==> config.mk <==
export PLATFORM = sky130hd
export DESIGN_NAME = poci_master_flat
export DESIGN_NICKNAME = d
export VERILOG_FILES = /design/src/rtl/poci_master_pkg.sv /design/src/rtl/if_poci.sv /design/src/rtl/poci_master.sv /design/src/flat_wrapper.sv
export SDC_FILE = /design/constraint.sdc
export NUM_CORES = 1
export LEC_CHECK = 0
export CAP_MARGIN = 20
export CORE_MARGIN = 2
export CORE_UTILIZATION = 30
export DETAILED_ROUTE_END_ITERATION = 6
export GPL_TIMING_DRIVEN = 0
export PLACE_DENSITY = 0.62
export SETUP_SLACK_MARGIN = 0.2
export SLEW_MARGIN = 0
export SYNTH_ARGS = -nofsm -noshare
export SYNTH_HDL_FRONTEND = slang
export SYNTH_SLANG_ARGS = --single-unit
==> constraint.sdc <==
create_clock -name pclk -period 5.2 [get_ports pclk]
set_input_delay 0.52 -clock pclk [delete_from_list [all_inputs] [get_ports pclk]]
set_output_delay 0.52 -clock pclk [all_outputs]
set_load 0.02 [all_outputs]
==> src/rtl/poci_master_pkg.sv <==
// Shared POCI definitions: bus widths, slave address map, initiator base address and state type.
package pk_poci;

  localparam int unsigned addr_width = 32;
  localparam int unsigned data_width = 32;

  localparam logic [addr_width-1:0] addr_hex  = 32'h4000_0000;
  localparam logic [addr_width-1:0] addr_ledg = 32'h4000_0010;
  localparam logic [addr_width-1:0] addr_ledr = 32'h4000_0020;

  localparam logic [addr_width-1:0] periph_base = 32'h4000_0000;

  typedef enum logic [1:0] {IDLE, SETUP, ACCESS, RESP} poci_master_state_t;

endpackage

==> src/rtl/if_poci.sv <==
// POCI bus signal bundle; pready is consulted only by initiators built with POCI_PREADY_EN.
interface if_poci;
  import pk_poci::*;

  logic [addr_width-1:0] paddr;
  logic                  pwrite;
  logic                  psel;
  logic                  penable;
  logic [data_width-1:0] pwdata;
  logic [data_width-1:0] prdata;
  logic                  pready;

  modport master (
    output paddr, pwrite, psel, penable, pwdata,
    input  prdata, pready
  );

  modport slave (
    input  paddr, pwrite, psel, penable, pwdata,
    output prdata, pready
  );

endinterface

==> src/rtl/poci_master.sv <==
// POCI initiator: host request/response handshake to SETUP/ACCESS bus transfers.
// Define POCI_PREADY_EN to honour slave wait states (pready) with a TIMEOUT-cycle abort.
module poci_master
  import pk_poci::*;
#(
  parameter logic [addr_width-1:0] PERIPH_BASE = periph_base,
  parameter int unsigned           TIMEOUT     = 16
) (
  input  logic                  pclk,
  input  logic                  preset,
  input  logic                  req_valid,
  output logic                  req_ready,
  input  logic                  req_write,
  input  logic [addr_width-1:0] req_addr,
  input  logic [data_width-1:0] req_wdata,
  output logic                  rsp_valid,
  input  logic                  rsp_ready,
  output logic [data_width-1:0] rsp_rdata,
  output logic                  rsp_err,
  if_poci.master                bus
);

  poci_master_state_t    state_q;
  logic                  req_ready_q;
  logic                  rsp_valid_q;
  logic                  rsp_err_q;
  logic [data_width-1:0] rsp_rdata_q;
  logic                  psel_q;
  logic                  penable_q;
  logic                  pwrite_q;
  logic [addr_width-1:0] paddr_q;
  logic [data_width-1:0] pwdata_q;

`ifdef POCI_PREADY_EN
  localparam int unsigned TmoWidth = $clog2(TIMEOUT + 1);
  localparam logic [TmoWidth-1:0] TmoLast = TmoWidth'(TIMEOUT - 1);
  logic [TmoWidth-1:0] tmo_cnt_q;
`else
  logic unused_timeout;
  assign unused_timeout = ^TIMEOUT;
`endif

  always_ff @(posedge pclk or posedge preset) begin
    if (preset) begin
      state_q     <= IDLE;
      req_ready_q <= 1'b1;
      rsp_valid_q <= 1'b0;
      rsp_err_q   <= 1'b0;
      rsp_rdata_q <= '0;
      psel_q      <= 1'b0;
      penable_q   <= 1'b0;
      pwrite_q    <= 1'b0;
      paddr_q     <= '0;
      pwdata_q    <= '0;
`ifdef POCI_PREADY_EN
      tmo_cnt_q   <= '0;
`endif
    end else begin
      unique case (state_q)
        IDLE: begin
          // req_ready is always 1 here, so req_valid alone is an accept
          if (req_valid) begin
            req_ready_q <= 1'b0;
            paddr_q     <= req_addr;
            pwrite_q    <= req_write;
            pwdata_q    <= req_wdata;
            if (req_addr >= PERIPH_BASE) begin
              state_q <= SETUP;
              psel_q  <= 1'b1;
            end else begin
              state_q     <= RESP;
              rsp_valid_q <= 1'b1;
              rsp_err_q   <= 1'b1;
              rsp_rdata_q <= '0;
            end
          end
        end
        SETUP: begin
          state_q   <= ACCESS;
          penable_q <= 1'b1;
`ifdef POCI_PREADY_EN
          tmo_cnt_q <= '0;
`endif
        end
        ACCESS: begin
`ifdef POCI_PREADY_EN
          if (bus.pready) begin
            state_q     <= RESP;
            psel_q      <= 1'b0;
            penable_q   <= 1'b0;
            rsp_valid_q <= 1'b1;
            rsp_err_q   <= 1'b0;
            rsp_rdata_q <= pwrite_q ? '0 : bus.prdata;
          end else if (tmo_cnt_q == TmoLast) begin
            state_q     <= RESP;
            psel_q      <= 1'b0;
            penable_q   <= 1'b0;
            rsp_valid_q <= 1'b1;
            rsp_err_q   <= 1'b1;
            rsp_rdata_q <= '0;
          end else begin
            tmo_cnt_q <= tmo_cnt_q + 1'b1;
          end
`else
          state_q     <= RESP;
          psel_q      <= 1'b0;
          penable_q   <= 1'b0;
          rsp_valid_q <= 1'b1;
          rsp_err_q   <= 1'b0;
          rsp_rdata_q <= pwrite_q ? '0 : bus.prdata;
`endif
        end
        RESP: begin
          if (rsp_ready) begin
            state_q     <= IDLE;
            rsp_valid_q <= 1'b0;
            req_ready_q <= 1'b1;
          end
        end
        default: state_q <= IDLE;
      endcase
    end
  end

  assign req_ready   = req_ready_q;
  assign rsp_valid   = rsp_valid_q;
  assign rsp_err     = rsp_err_q;
  assign rsp_rdata   = rsp_rdata_q;
  assign bus.psel    = psel_q;
  assign bus.penable = penable_q;
  assign bus.pwrite  = pwrite_q;
  assign bus.paddr   = paddr_q;
  assign bus.pwdata  = pwdata_q;

endmodule
==> src/flat_wrapper.sv <==
// flat-port wrapper written by rule: the top's interface ports become plain ports
module poci_master_flat import pk_poci::*;
#(
  parameter logic [addr_width-1:0] PERIPH_BASE = periph_base,
  parameter int unsigned           TIMEOUT     = 16
)
  (pclk, preset, req_valid, req_ready, req_write, req_addr, req_wdata, rsp_valid, rsp_ready, rsp_rdata, rsp_err, bus_paddr, bus_pwrite, bus_psel, bus_penable, bus_pwdata, bus_prdata, bus_pready);
  if_poci bus_i ();
  input  logic pclk;
  input  logic preset;
  input  logic req_valid;
  output logic req_ready;
  input  logic req_write;
  input  logic [addr_width-1:0] req_addr;
  input  logic [data_width-1:0] req_wdata;
  output logic rsp_valid;
  input  logic rsp_ready;
  output logic [data_width-1:0] rsp_rdata;
  output logic rsp_err;
  output wire logic [$bits(bus_i.paddr)-1:0] bus_paddr;
  output wire logic [$bits(bus_i.pwrite)-1:0] bus_pwrite;
  output wire logic [$bits(bus_i.psel)-1:0] bus_psel;
  output wire logic [$bits(bus_i.penable)-1:0] bus_penable;
  output wire logic [$bits(bus_i.pwdata)-1:0] bus_pwdata;
  input wire logic [$bits(bus_i.prdata)-1:0] bus_prdata;
  input wire logic [$bits(bus_i.pready)-1:0] bus_pready;
  assign bus_paddr = bus_i.paddr;
  assign bus_pwrite = bus_i.pwrite;
  assign bus_psel = bus_i.psel;
  assign bus_penable = bus_i.penable;
  assign bus_pwdata = bus_i.pwdata;
  assign bus_i.prdata = bus_prdata;
  assign bus_i.pready = bus_pready;
  poci_master #(.PERIPH_BASE(PERIPH_BASE), .TIMEOUT(TIMEOUT)) u_core (.pclk(pclk), .preset(preset), .req_valid(req_valid), .req_ready(req_ready), .req_write(req_write), .req_addr(req_addr), .req_wdata(req_wdata), .rsp_valid(rsp_valid), .rsp_ready(rsp_ready), .rsp_rdata(rsp_rdata), .rsp_err(rsp_err), .bus(bus_i));
endmodule
* Word level (Yosys, flattened, before mapping)
Index checks and enable logic that the tools add are counted.
** Storage, ports and cells
- Register bits :: 104
- Input bits :: 102
- Output and inout bits :: 102
- Logic and storage cells :: 49
** Cells by class
- Order comparisons :: 1
- Equal/unequal tests :: 7
- Muxes and demuxes :: 20
- Reduce and logical (&&, ||, !) cells :: 11
** Operator list (count)
- 32-bit 2-to-1 mux :: 3
- 32-bit one-hot mux with 2 select lines :: 1
- 32-bit by 31-bit >= comparator with 1-bit output, second input constant :: 1
- 3-bit AND reduction :: 3
- 1-bit one-hot mux with 2 select lines :: 4
- 2-bit one-hot mux with 4 select lines :: 1
- 1-bit 2-to-1 mux :: 7
- 2-bit 2-to-1 mux :: 3
- 2-bit != test, second input constant :: 3
- 2-bit nonzero test :: 3
- 2-bit equality test, second input constant :: 2
- 2-bit AND reduction :: 2
- 4-bit AND reduction :: 1
- 1-bit one-hot mux with 3 select lines :: 1
- 3-bit nonzero test :: 1
- 2-bit by 1-bit equality test with 1-bit output, second input constant :: 1
- 2-bit zero test :: 1
- 2-bit by 1-bit != test with 1-bit output, second input constant :: 1

* Logic depth before layout (Yosys ltp)
- Word-level depth :: 4
- Depth in mapped cells :: 7

* Worst setup path before layout
OpenSTA, ideal clock, no wires.
- Kind :: reg2reg
- Start point :: register u_core.state_q[0]
- End point :: register u_core.paddr_q[0], in the netlist u_core.bus.paddr[0]
- Library setup time :: 0.125 ns
- Data arrival time :: 1.512 ns
- Required time :: 5.075 ns
- Slack :: 3.563 ns
- Stages on the path, launching flop included :: 7
- Path through :: dfrtp_1 inv_1 ha_1 nand2_1 buf_2 buf_2 mux2_2
** On the way
- Cells in the longest elaborated chain, start to end :: 2
** RTL lines
- start: declaration :: RTL line poci_master.sv:23 : poci_master_state_t state_q;
- start signal: assignment :: RTL line poci_master.sv:45 : state_q <= IDLE;
- start signal: assignment :: RTL line poci_master.sv:68 : state_q <= SETUP;
- start signal: assignment :: RTL line poci_master.sv:71 : state_q <= RESP;
- 2-bit zero test :: RTL line poci_master.sv:59 : unique case (state_q)
- 2-bit AND reduction (no source line)
- end signal: assignment :: RTL line poci_master.sv:64 : paddr_q <= req_addr;
- end: declaration :: RTL line poci_master.sv:31 : logic [addr_width-1:0] paddr_q;
Every way passes these cells.
A chain may end at the register's enable or synchronous reset.

* Final worst setup path
- Start point :: register u_core.req_ready_q, in the netlist u_core.req_ready
- End point :: output port req_ready
** RTL lines
- start: declaration :: RTL line poci_master.sv:24 : logic req_ready_q;
- start signal: assignment :: RTL line poci_master.sv:46 : req_ready_q <= 1'b1;
- start signal: assignment :: RTL line poci_master.sv:63 : req_ready_q <= 1'b0;
- start signal: assignment :: RTL line poci_master.sv:117 : req_ready_q <= 1'b1;
- end: declaration :: RTL line flat_wrapper.sv:12 : output logic req_ready;
No word-level cell between the ends.

==> summary by stage <==
Outcome
The run finished with clean final reports.

CTS
Post-CTS repair changed the size of 0 cells. The clock transition at the registers of the reported paths is 60 ps. Hold repair after CTS inserted 0 buffers. The maximum clock insertion buffer count is 2.

TritonCTS built the clock tree. The H-tree was split into 3 levels. Clock tree synthesis inserted a total of 9 buffers. The total clock sinks is 104. The clock root buffer is sky130_fd_sc_hd__clkbuf_16. The later-pin clock latency in the skew report is approximately 340 ps. Post-CTS timing repair inserted 0 buffers for setup.

Drt
The antenna violation net count after detailed routing is 0. The DRC violation total after the first TritonRoute iteration is 112. For this run, the detailed router's first-pass iteration total came to 4. The post-detailed-route via-to-cell ratio is 4.30. The via count is around 3000. The per-cell routed wire length is 14.7 um. The DRC violation count after routing is 0. The routed design has 10.5 mm of wire.

Worst setup path
The slowest stage cell on the critical path is sky130_fd_sc_hd__clkdlybuf4s50_1. The number of buffer and inverter instances along the worst setup path is 1. The maximum fanout encountered on the critical timing path is 3. STA puts the critical path data required time at between 4000 and 5000 ps.

On the worst path, the slowest cell contributes a delay of 620 ps. The category of the most critical setup path is flip-flop to primary output. The critical path goes through clkdlybuf4s50_1.

STA classifies the critical path startpoint as a flip-flop. Data on the critical path arrives at its endpoint at 1500 ps. STA classifies the critical path endpoint as a primary output.

The cell class contributing the biggest share of worst-path delay is buffers and inverters.

Hold path
In this run the worst hold path is classified as flip-flop to flip-flop.

Floorplanning
The count of standard-cell rows is 43. The die covers 15100 sq um. For this configuration, the core starts out at a cell density of 0.307.

The die is between 100 and 150 um tall. The width of the die is 123 um. The total core area is 13800 sq um. 204 I/O pins were placed.

Synthesis
The count of distinct cell types in the synthesized netlist is 18. In this run, synthesis produced a sequential element count of 104. The number of nets handed over by synthesis was ~420. Dividing the synthesized area by the synthesized cell count gives 13.5 sq um. The summed instance area of the synthesized netlist is roughly 4200 sq um.

The number of cells produced by synthesis is 315. The share of the Yosys chip area taken by registers is 0.614. The fraction of synthesized cell area taken by the top area cell type is 0.607.

sky130_fd_sc_hd__dfrtp_1 takes more of the synthesized area than any other cell. In the post-synthesis netlist, the biggest area contributors are sky130_fd_sc_hd__dfrtp_1, sky130_fd_sc_hd__mux2_2, sky130_fd_sc_hd__mux2i_1. The number of warnings reported in the yosys synthesis log is 0.

Timing
The aggregate negative setup slack is 0 ps. The share of the clock period used by the worst path is 0.388. The transition time at the pin with the least slew margin is between 600 and 700 ps. The final number of max-transition violations came to 0. The relative max-transition margin is 0.595.

Timing would allow up to just under 0.5 GHz. The tightest hold path in the finished design has a slack of 504 ps. The final critical-path required period is 2020 ps.

Setup repair after global routing left no endpoint under its margin. Setup violations remaining at the end of the flow were counted as 0. The hold violation total from the final report was 0. The worst-case clock skew is 5.11 ps.

Power
The power density of the placed cells is approximately 620 nW/um^2. The share of total power dissipated in combinational logic is 0.519. The switching part of the total power is 0.361. The worst-case IR drop observed on VDD is around 0.28 mV. The part of the power in the clock network is 0.150. The leakage dissipation is about 3.0 nW. The internal cell power is 2.71 mW. The register share of total power is 0.331.

The analysis attributes to net switching a power of between 1.5 and 2 mW.

Placed design
The standard cell area after detailed placement is 6520 sq um. The congestion estimate from routability-driven global placement came to 0.746. Detailed placement ended at an HPWL of 7.79 mm. In this run, placement finished with an instance count of 698. The count of input and output buffers is 202.

Layout
The final layout net count is between 600 and 700. The proportion of layout cells with a drive suffix above 1 is 0.180. The most common library cell in the layout ignoring fill and taps is sky130_fd_sc_hd__clkdlybuf4s50_1. The layout has 1228 filler cells.

The post-layout utilization of the core is 0.491. The count of antenna diodes in the layout is 0. The area growth from synthesis to layout is 60.1%. The final instance area is 6800 sq um. The non-filler instance count after layout is 713. In the layout the commonest cells are sky130_fd_sc_hd__clkdlybuf4s50_1, sky130_fd_sc_hd__dfrtp_1, sky130_fd_sc_hd__mux2_2.

Global routing
For this run, the total global-route usage over all layers was measured as 0.140. The first global-routing pass estimated 16.3 mm of wire. The number of global-route vias before repair was 3277. The total overflow left after global routing is 0. The initial antenna violation count was 0. The maximum number of pins on one net before global-route repair is 60.

Run
The max-cap violation count is 0.
## cell type report
| class | instances | area [sq um] | share of cell area |
|---|---|---|---|
| tap | 180 | 225 | 0.0331 |
| timing repair buffer | 203 | 2050 | 0.302 |
| inverter | 38 | 145 | 0.0214 |
| multi-input combinational | 158 | 1400 | 0.206 |
| sequential | 104 | 2600 | 0.383 |
| clock buffer | 12 | 256 | 0.0377 |
| clock inverter | 3 | 17.5 | 0.00258 |
| buffer | 15 | 95.1 | 0.0140 |
## worst paths after layout
path / startpoint / cells past startpoint / endpoint / slack [ps]
min: u_core.bus.pwdata[9] / 1 / u_core.bus.pwdata[9] / 500
max in group asynchronous: preset / 3 / u_core.req_ready / 3840
max: u_core.req_ready / 1 / req_ready / 3180
min reg2reg: u_core.bus.pwdata[9] / 1 / u_core.bus.pwdata[9] / 500
min in group asynchronous: preset / 2 / u_core.bus.pwdata[4] / 610
max reg2reg: u_core.state_q[0] / 6 / u_core.bus.pwdata[7] / 3260
## flip-flops by register name (all words and copies together), names as in the netlist
register and count:
u_core.bus.pwdata 32, u_core.req_ready 1, u_core.bus.paddr 32, u_core.state_q 2
u_core.bus.pwrite 1, u_core.bus.penable 1, u_core.bus.psel 1, u_core.rsp_err 1
u_core.rsp_valid 1, u_core.rsp_rdata 32
## kinds of logic (layout without fill, tap and decap cells)
family | after synthesis | in the layout | synth area share
DFF | 104 | 104 | 0.614
muxes | 103 | 103 | 0.263
buffers and inverters | 53 | 271 | 0.0560
and+or+nand+nor | 39 | 39 | 0.0374
AOI/OAI and AO/OA | 11 | 11 | 0.0153
adders and majority gates | 5 | 5 | 0.0147
## routing by layer
| metal | up-vias | track usage | part of all wire |
|---|---|---|---|
| met5 | - | 0 | 0 |
| met4 | 0 | 0.0632 | 0.018 |
| met3 | 12 | 0.0475 | 0.082 |
| met2 | 111 | 0.223 | 0.48 |
| met1 | 1489 | 0.172 | 0.42 |
| li1 | 1457 | - | - |
## power groups by stage
stage          combinational, mW  sequential [mW]  clock, mW
6_report                    2.20             1.41      0.637
5_1_grt                     2.36             1.46      0.701
4_1_cts                     2.24             1.41      0.663
3_5_place_dp                2.23             1.42          0
3_3_place_gp                2.20             1.40          0
2_1_floorplan              0.712             1.89          0
## metrics by stage
stage	power, mW	setup WS [ps]
after CTS	4.31	3150
after global routing	4.52	3110
final	4.25	3180
after detailed placement	3.65	2930
after global placement	3.61	275
after floorplan	2.60	1950
## Yosys cell counts (all sizes together)
cell type and number:
dfrtp 103, mux2 68, inv 38, mux2i 35
nand2 33, buf 11, o21ai 6, ha 5
clkbuf 4, nor2b 3, a21oi 2, nor2 2
dfstp 1, nor4b 1, o22ai 1, o2bb2ai 1
o32a 1
(Power assumes the default switching activity.)
